<file path="src/rtl/fx_bus_arb_if.sv">
// Signal bundle between the two fx command masters, the arbiter and the shared fx bus port.
// The arbiter connects through the slave modport; the master modport is the requester/bus-model side.
interface fx_bus_arb_if #(
    parameter int AW = 22,
    parameter int DW = 8
);
    logic          m0_wr;
    logic          m0_rd;
    logic [AW-1:0] m0_waddr;
    logic [DW-1:0] m0_data;
    logic [AW-1:0] m0_raddr;
    logic          m0_rdy;
    logic [DW-1:0] m0_q;
    logic          m0_qvld;

    logic          m1_wr;
    logic          m1_rd;
    logic [AW-1:0] m1_waddr;
    logic [DW-1:0] m1_data;
    logic [AW-1:0] m1_raddr;
    logic          m1_rdy;
    logic [DW-1:0] m1_q;
    logic          m1_qvld;

    logic          fx_wr;
    logic [AW-1:0] fx_waddr;
    logic [DW-1:0] fx_data;
    logic          fx_rd;
    logic [AW-1:0] fx_raddr;
    logic [DW-1:0] fx_q;
    logic          busy;

    modport slave (
        input  m0_wr, m0_rd, m0_waddr, m0_data, m0_raddr,
        output m0_rdy, m0_q, m0_qvld,
        input  m1_wr, m1_rd, m1_waddr, m1_data, m1_raddr,
        output m1_rdy, m1_q, m1_qvld,
        output fx_wr, fx_waddr, fx_data, fx_rd, fx_raddr,
        input  fx_q,
        output busy
    );

    modport master (
        output m0_wr, m0_rd, m0_waddr, m0_data, m0_raddr,
        input  m0_rdy, m0_q, m0_qvld,
        output m1_wr, m1_rd, m1_waddr, m1_data, m1_raddr,
        input  m1_rdy, m1_q, m1_qvld,
        input  fx_wr, fx_waddr, fx_data, fx_rd, fx_raddr,
        output fx_q,
        input  busy
    );
endinterface

</file>
<file path="src/rtl/fx_bus_arb.sv">
// Two-master round-robin arbiter for the fx register bus. A read locks the bus for RD_LAT+1
// cycles; the fx_q sample taken at the end of the lock is returned only to the issuing master.
module fx_bus_arb #(
    parameter int AW     = 22,
    parameter int DW     = 8,
    parameter int RD_LAT = 2
) (
    input  logic        clk_sys,
    input  logic        rst,
    fx_bus_arb_if.slave bus
);
    localparam int NM = 2;
    localparam int CW = 4;

    typedef enum logic {
        IDLE  = 1'b0,
        RWAIT = 1'b1
    } state_t;

    logic [NM-1:0]         m_wr;
    logic [NM-1:0]         m_rd;
    logic [NM-1:0]         m_req;
    logic [NM-1:0][AW-1:0] m_waddr;
    logic [NM-1:0][AW-1:0] m_raddr;
    logic [NM-1:0][DW-1:0] m_data;
    logic [NM-1:0]         grant;
    logic                  accept;
    logic                  sel;

    state_t        state_q,      state_d;
    logic [CW-1:0] cnt_q,        cnt_d;
    logic          owner_q,      owner_d;
    logic          last_grant_q, last_grant_d;
    logic          fx_wr_q,      fx_wr_d;
    logic          fx_rd_q,      fx_rd_d;
    logic [AW-1:0] fx_waddr_q,   fx_waddr_d;
    logic [AW-1:0] fx_raddr_q,   fx_raddr_d;
    logic [DW-1:0] fx_data_q,    fx_data_d;

    assign m_wr    = {bus.m1_wr,    bus.m0_wr};
    assign m_rd    = {bus.m1_rd,    bus.m0_rd};
    assign m_waddr = {bus.m1_waddr, bus.m0_waddr};
    assign m_raddr = {bus.m1_raddr, bus.m0_raddr};
    assign m_data  = {bus.m1_data,  bus.m0_data};
    assign m_req   = m_wr | m_rd;

    // On contention the master that did not win last time goes first; nothing is granted in reset.
    always_comb begin
        grant = '0;
        if (!rst && state_q == IDLE) begin
            if (m_req[0] && (!m_req[1] || last_grant_q)) begin
                grant[0] = 1'b1;
            end else if (m_req[1]) begin
                grant[1] = 1'b1;
            end
        end
    end

    assign accept = |grant;
    assign sel    = grant[1];

    always_comb begin
        state_d      = state_q;
        cnt_d        = cnt_q;
        owner_d      = owner_q;
        last_grant_d = last_grant_q;
        fx_wr_d      = 1'b0;
        fx_rd_d      = 1'b0;
        fx_waddr_d   = fx_waddr_q;
        fx_raddr_d   = fx_raddr_q;
        fx_data_d    = fx_data_q;
        case (state_q)
            IDLE: begin
                if (accept) begin
                    last_grant_d = sel;
                    fx_wr_d      = m_wr[sel];
                    fx_rd_d      = m_rd[sel];
                    fx_waddr_d   = m_waddr[sel];
                    fx_raddr_d   = m_raddr[sel];
                    fx_data_d    = m_data[sel];
                    if (m_rd[sel]) begin
                        state_d = RWAIT;
                        owner_d = sel;
                        cnt_d   = CW'(RD_LAT);
                    end
                end
            end
            RWAIT: begin
                // cnt reaches zero in the cycle fx_q is valid; the return path samples it then.
                if (cnt_q == '0) begin
                    state_d = IDLE;
                end else begin
                    cnt_d = cnt_q - CW'(1);
                end
            end
            default: state_d = IDLE;
        endcase
    end

    always_ff @(posedge clk_sys) begin
        if (rst) begin
            state_q      <= IDLE;
            cnt_q        <= '0;
            owner_q      <= 1'b0;
            last_grant_q <= 1'b1;
            fx_wr_q      <= 1'b0;
            fx_rd_q      <= 1'b0;
            fx_waddr_q   <= '0;
            fx_raddr_q   <= '0;
            fx_data_q    <= '0;
        end else begin
            state_q      <= state_d;
            cnt_q        <= cnt_d;
            owner_q      <= owner_d;
            last_grant_q <= last_grant_d;
            fx_wr_q      <= fx_wr_d;
            fx_rd_q      <= fx_rd_d;
            fx_waddr_q   <= fx_waddr_d;
            fx_raddr_q   <= fx_raddr_d;
            fx_data_q    <= fx_data_d;
        end
    end

    // Per-master read return: only the lock owner's q/qvld ever change.
    for (genvar gi = 0; gi < NM; gi++) begin : g_rdq
        logic          capture;
        logic [DW-1:0] q_q,    q_d;
        logic          qvld_q, qvld_d;

        assign capture = (state_q == RWAIT) && (cnt_q == '0) && (owner_q == 1'(gi));

        always_comb begin
            q_d    = q_q;
            qvld_d = capture;
            if (capture) begin
                q_d = bus.fx_q;
            end
        end

        always_ff @(posedge clk_sys) begin
            if (rst) begin
                q_q    <= '0;
                qvld_q <= 1'b0;
            end else begin
                q_q    <= q_d;
                qvld_q <= qvld_d;
            end
        end
    end

    assign bus.m0_rdy   = grant[0];
    assign bus.m1_rdy   = grant[1];
    assign bus.m0_q     = g_rdq[0].q_q;
    assign bus.m0_qvld  = g_rdq[0].qvld_q;
    assign bus.m1_q     = g_rdq[1].q_q;
    assign bus.m1_qvld  = g_rdq[1].qvld_q;
    assign bus.fx_wr    = fx_wr_q;
    assign bus.fx_rd    = fx_rd_q;
    assign bus.fx_waddr = fx_waddr_q;
    assign bus.fx_raddr = fx_raddr_q;
    assign bus.fx_data  = fx_data_q;
    assign bus.busy     = (state_q == RWAIT);

endmodule
</file>
<file path="src/flat_wrapper.sv">
// flat-port wrapper written by rule: the top's interface ports become plain ports
module fx_bus_arb_flat 
#(
    parameter int AW     = 22,
    parameter int DW     = 8,
    parameter int RD_LAT = 2
)
  (clk_sys, rst, bus_m0_wr, bus_m0_rd, bus_m0_waddr, bus_m0_data, bus_m0_raddr, bus_m0_rdy, bus_m0_q, bus_m0_qvld, bus_m1_wr, bus_m1_rd, bus_m1_waddr, bus_m1_data, bus_m1_raddr, bus_m1_rdy, bus_m1_q, bus_m1_qvld, bus_fx_wr, bus_fx_waddr, bus_fx_data, bus_fx_rd, bus_fx_raddr, bus_fx_q, bus_busy);
  fx_bus_arb_if #(.AW(AW), .DW(DW)) bus_i ();
  input  logic clk_sys;
  input  logic rst;
  input wire logic [$bits(bus_i.m0_wr)-1:0] bus_m0_wr;
  input wire logic [$bits(bus_i.m0_rd)-1:0] bus_m0_rd;
  input wire logic [$bits(bus_i.m0_waddr)-1:0] bus_m0_waddr;
  input wire logic [$bits(bus_i.m0_data)-1:0] bus_m0_data;
  input wire logic [$bits(bus_i.m0_raddr)-1:0] bus_m0_raddr;
  output wire logic [$bits(bus_i.m0_rdy)-1:0] bus_m0_rdy;
  output wire logic [$bits(bus_i.m0_q)-1:0] bus_m0_q;
  output wire logic [$bits(bus_i.m0_qvld)-1:0] bus_m0_qvld;
  input wire logic [$bits(bus_i.m1_wr)-1:0] bus_m1_wr;
  input wire logic [$bits(bus_i.m1_rd)-1:0] bus_m1_rd;
  input wire logic [$bits(bus_i.m1_waddr)-1:0] bus_m1_waddr;
  input wire logic [$bits(bus_i.m1_data)-1:0] bus_m1_data;
  input wire logic [$bits(bus_i.m1_raddr)-1:0] bus_m1_raddr;
  output wire logic [$bits(bus_i.m1_rdy)-1:0] bus_m1_rdy;
  output wire logic [$bits(bus_i.m1_q)-1:0] bus_m1_q;
  output wire logic [$bits(bus_i.m1_qvld)-1:0] bus_m1_qvld;
  output wire logic [$bits(bus_i.fx_wr)-1:0] bus_fx_wr;
  output wire logic [$bits(bus_i.fx_waddr)-1:0] bus_fx_waddr;
  output wire logic [$bits(bus_i.fx_data)-1:0] bus_fx_data;
  output wire logic [$bits(bus_i.fx_rd)-1:0] bus_fx_rd;
  output wire logic [$bits(bus_i.fx_raddr)-1:0] bus_fx_raddr;
  input wire logic [$bits(bus_i.fx_q)-1:0] bus_fx_q;
  output wire logic [$bits(bus_i.busy)-1:0] bus_busy;
  assign bus_i.m0_wr = bus_m0_wr;
  assign bus_i.m0_rd = bus_m0_rd;
  assign bus_i.m0_waddr = bus_m0_waddr;
  assign bus_i.m0_data = bus_m0_data;
  assign bus_i.m0_raddr = bus_m0_raddr;
  assign bus_m0_rdy = bus_i.m0_rdy;
  assign bus_m0_q = bus_i.m0_q;
  assign bus_m0_qvld = bus_i.m0_qvld;
  assign bus_i.m1_wr = bus_m1_wr;
  assign bus_i.m1_rd = bus_m1_rd;
  assign bus_i.m1_waddr = bus_m1_waddr;
  assign bus_i.m1_data = bus_m1_data;
  assign bus_i.m1_raddr = bus_m1_raddr;
  assign bus_m1_rdy = bus_i.m1_rdy;
  assign bus_m1_q = bus_i.m1_q;
  assign bus_m1_qvld = bus_i.m1_qvld;
  assign bus_fx_wr = bus_i.fx_wr;
  assign bus_fx_waddr = bus_i.fx_waddr;
  assign bus_fx_data = bus_i.fx_data;
  assign bus_fx_rd = bus_i.fx_rd;
  assign bus_fx_raddr = bus_i.fx_raddr;
  assign bus_i.fx_q = bus_fx_q;
  assign bus_busy = bus_i.busy;
  fx_bus_arb #(.AW(AW), .DW(DW), .RD_LAT(RD_LAT)) u_core (.clk_sys(clk_sys), .rst(rst), .bus(bus_i));
endmodule
</file>
<file path="config.mk">
export PLATFORM = sky130hd
export DESIGN_NAME = fx_bus_arb_flat
export DESIGN_NICKNAME = d
export VERILOG_FILES = /design/src/rtl/fx_bus_arb_if.sv /design/src/rtl/fx_bus_arb.sv /design/src/flat_wrapper.sv
export SDC_FILE = /design/constraint.sdc
export NUM_CORES = 1
export LEC_CHECK = 0
export ABC_CLOCK_PERIOD_IN_PS = 1650
export CORE_ASPECT_RATIO = 1.2
export CORE_MARGIN = 5
export CORE_UTILIZATION = 39
export DETAILED_ROUTE_END_ITERATION = 8
export PLACE_DENSITY = 0.91
export SLEW_MARGIN = 30
export SYNTH_ARGS = -nofsm -noshare
export SYNTH_HDL_FRONTEND = slang
export SYNTH_SLANG_ARGS = --single-unit
</file>
<file path="constraint.sdc">
create_clock -name clk_sys -period 1.65 [get_ports clk_sys]
set_input_delay 0.33 -clock clk_sys [delete_from_list [all_inputs] [get_ports clk_sys]]
set_output_delay 0.33 -clock clk_sys [all_outputs]
set_load 0.05 [all_outputs]
</file>
==> impl_metrics.tcl <==
set metrics [dict create \
    status "finished, violations left" \
    violations "negative setup slack" \
    final_hold_viol_count 0 \
    rsz0062_at_grt "true" \
    max_freq_mhz 547.5 \
    viasPerCell 5.516 \
    path_class "flop to flop" \
    ys.flop_type "dfxtp_1" \
    synth-seq-cells 79 \
    core_mm2 0.008611 \
    syn_nets 528 \
    cts_buffers 9 \
    fin_util_pct 75.15 \
    fin_ws_ns -0.1763 \
    avgSynthCellArea_um2 8.416 \
    ys_seq_area_share_pct 45.95 \
    ys_top_cells_by_area "dfxtp_1 46%, nor4_1 17%, nor2_1 14%" \
    grt_pass1_wl_um 20230 \
    htree_num_levels 3 \
    cts-root-buf "clkbuf_8" \
    cts.path.max_buffers 2 \
    grt_max_degree 76 \
    antenna_left 0 \
    drc 0 \
    ys_types 35 \
    synth.most_common_cell "nor2_1" \
    antenna_cells 0 \
    dp_hpwl_um 8703 \
    synthCells 409 \
    routedWlPerCell_um 19.67 \
    start_util_pct 39.97 \
    max-cap-violations 0 \
    total_power_uw 5921 \
    vias 4082 \
    p_per_area_mw_per_mm2 915.0 \
    layout.nets 737 \
    grt_use_met1_pct 26.68 \
    finClkSkew_ns 0.01537 \
    finalSetupViolCount 11 \
    die_area_mm2 0.01081 \
    clk-insertion-delay-late_ns 0.35 \
    fillerInstances 581 \
    leakage_uw 0.002562 \
    syn_area_mm2 0.003442 \
    ios 193 \
    antenna_found_initial 0 \
    cts_tree "yes" \
    gp_congestion 0.7940 \
    busiest_layer "met2" \
    numPortBuffers 192 \
    track_usage_pct 23.62 \
    tightest_slew_ns 0.6549 \
    synth_top_cells_by_count "127 x nor2_1, 92 x nor4_1, 79 x dfxtp_1" \
    die_h_um 112.9 \
    use_met3_pct 7.181 \
    path_max_fanout 9 \
    overflow 0 \
    numClockSinks 79 \
    area_growth_pct 88.00 \
    fin_crit_ns 1.826 \
    drive_above_1_share_pct 33.71 \
    worstPathRequired_ns 1.86 \
    finalCritPeriodShare_pct 110.7 \
    slew_viol_final 0 \
    drt_iter0_drc 196 \
    place_area_mm2 0.005389 \
    final_area_mm2 0.006471 \
    worst_setup_path_end_kind "flop" \
    synth_edf_count 0 \
    rows 37 \
    grt_pass1_vias 3916 \
    ys_warn_count 0 \
    drt_wl_total_um 14550 \
    relSlewSlack_pct 56.34 \
    cp_data_arrival_time_ns 2.03 \
    synth_top_cell_by_area "dfxtp_1" \
    detail_route.first_pass.iterations 4 \
    grtUsageMet2_pct 41.14 \
    yosysTopAreaCellShare_pct 45.95 \
    cp-start-kind "flop" \
    ir_worst_vdd_v 0.0005007 \
    clkSlewWorstSetupHoldPaths_ns 0.08 \
    async_flop_share_pct 0 \
    die_w_um 95.76 \
    hold_class "flop to flop" \
]
worst max-delay path, cell delays in order (launching register included):
cell and delay [ns]:
dfxtp_4 0.35, buf_4 0.17, nor2_4 0.09, nand3b_1 0.14, inv_4 0.10, buf_6 0.12, buf_12 0.14, buf_12 0.14
nor4_2 0.05, nor4_1 0.37
worst paths after layout:
path / to / cells past startpoint / slack [ns] / start
max: u_core.bus.fx_raddr[21]$_SDFFE_PP0P_ / 9 / -0.18 / u_core.bus.busy$_SDFF_PP0_
min: u_core.bus.fx_raddr[15]$_SDFFE_PP0P_ / 2 / 0.50 / u_core.bus.fx_raddr[15]$_SDFFE_PP0P_
max reg2reg: u_core.bus.fx_raddr[21]$_SDFFE_PP0P_ / 9 / -0.18 / u_core.bus.busy$_SDFF_PP0_
min reg2reg: u_core.bus.fx_raddr[15]$_SDFFE_PP0P_ / 2 / 0.50 / u_core.bus.fx_raddr[15]$_SDFFE_PP0P_
per-stage QoR:
stage	setup TNS (ns)	hold slack (ns)	setup WS, ns	std cells
floorplan	-0.1398	0.4474	-0.1398	409
global placement	-31.96	0.4782	-0.6118	703
CTS	-2.413	0.3637	-0.1464	728
global route	-2.912	0.5129	-0.2579	740
detailed placement	-25.46	0.4813	-0.5217	704
finish	-0.6117	0.4972	-0.1763	740
registers in the layout, summed over array words and instances, names as in the netlist:
register / count
u_core.bus.busy: 1
u_core.bus.fx_data: 8
u_core.bus.fx_raddr: 22
u_core.bus.fx_rd: 1
u_core.bus.fx_waddr: 22
u_core.bus.fx_wr: 1
u_core.bus.m0_q: 8
u_core.bus.m0_qvld: 1
u_core.bus.m1_q: 8
u_core.bus.m1_qvld: 1
u_core.cnt_q: 4
u_core.last_grant_q: 1
u_core.owner_q: 1
report_power, final:
part           switching, µW  internal, µW  total, µW  leakage [µW]
registers                102          2070       2170      0.000652
logic                   1230           904       2140       0.00180
clock network            720           895       1610      0.000110
cell usage in the layout (no fill, tap or decap), types with 3 or more instances in the layout:
master,n
mux2i_1,15
buf_12,10
dlygate4sd2_1,4
nor2_4,3
dfxtp_1,76
nor4_1,46
buf_4,92
nand3b_1,3
clkbuf_8,10
o21ai_0,3
nor4_4,21
nand2_1,4
nor2_1,126
buf_16,3
nor4_2,38
a21oi_1,4
clkbuf_16,3
inv_1,3
clkdlybuf4s50_1,112
buf_6,5
cell type report:
cell class	count	area, µm²	share of cell area, %
Timing Repair Buffer	234	2333	36.06
Multi-Input combinational cell	288	2156	33.31
Sequential cell	79	1588	24.54
Tap cell	117	146.4	2.262
Clock buffer	11	141.4	2.185
Clock inverter	5	81.33	1.257
Inverter	6	25.02	0.3867
cells by family after synthesis:
| logic type | count (synthesis) | share of synthesized area (%) |
|---|---|---|
| AO/OA/AOI/OAI | 15 | 2.690 |
| AND/OR/NAND/NOR | 255 | 39.84 |
| buffers and inverters | 43 | 6.507 |
| multiplexers | 16 | 4.653 |
| adder cells (fa/ha/maj) | 1 | 0.3634 |
| flip-flops | 79 | 45.95 |
metal layers:
| metal | part of all wire [%] | routed length [µm] | vias up |
|---|---|---|---|
| met2 | 51 | 7429 | 219 |
| li1 | - | - | 1887 |
| met3 | 10 | 1461 | 29 |
| met5 | 0 | 0 | - |
| met1 | 36 | 5286 | 1947 |
| met4 | 2.6 | 378 | 0 |
timing repair:
action                                  in CTS  in global routing
pin swaps                                   15                 17
gates cloned                                 3                  6
endpoints found under the setup margin      54                 63
setup buffers                                5                  6
hold buffers                                 0                  0
resized for setup                           39                 67
Power figures use the tool's default switching activity.
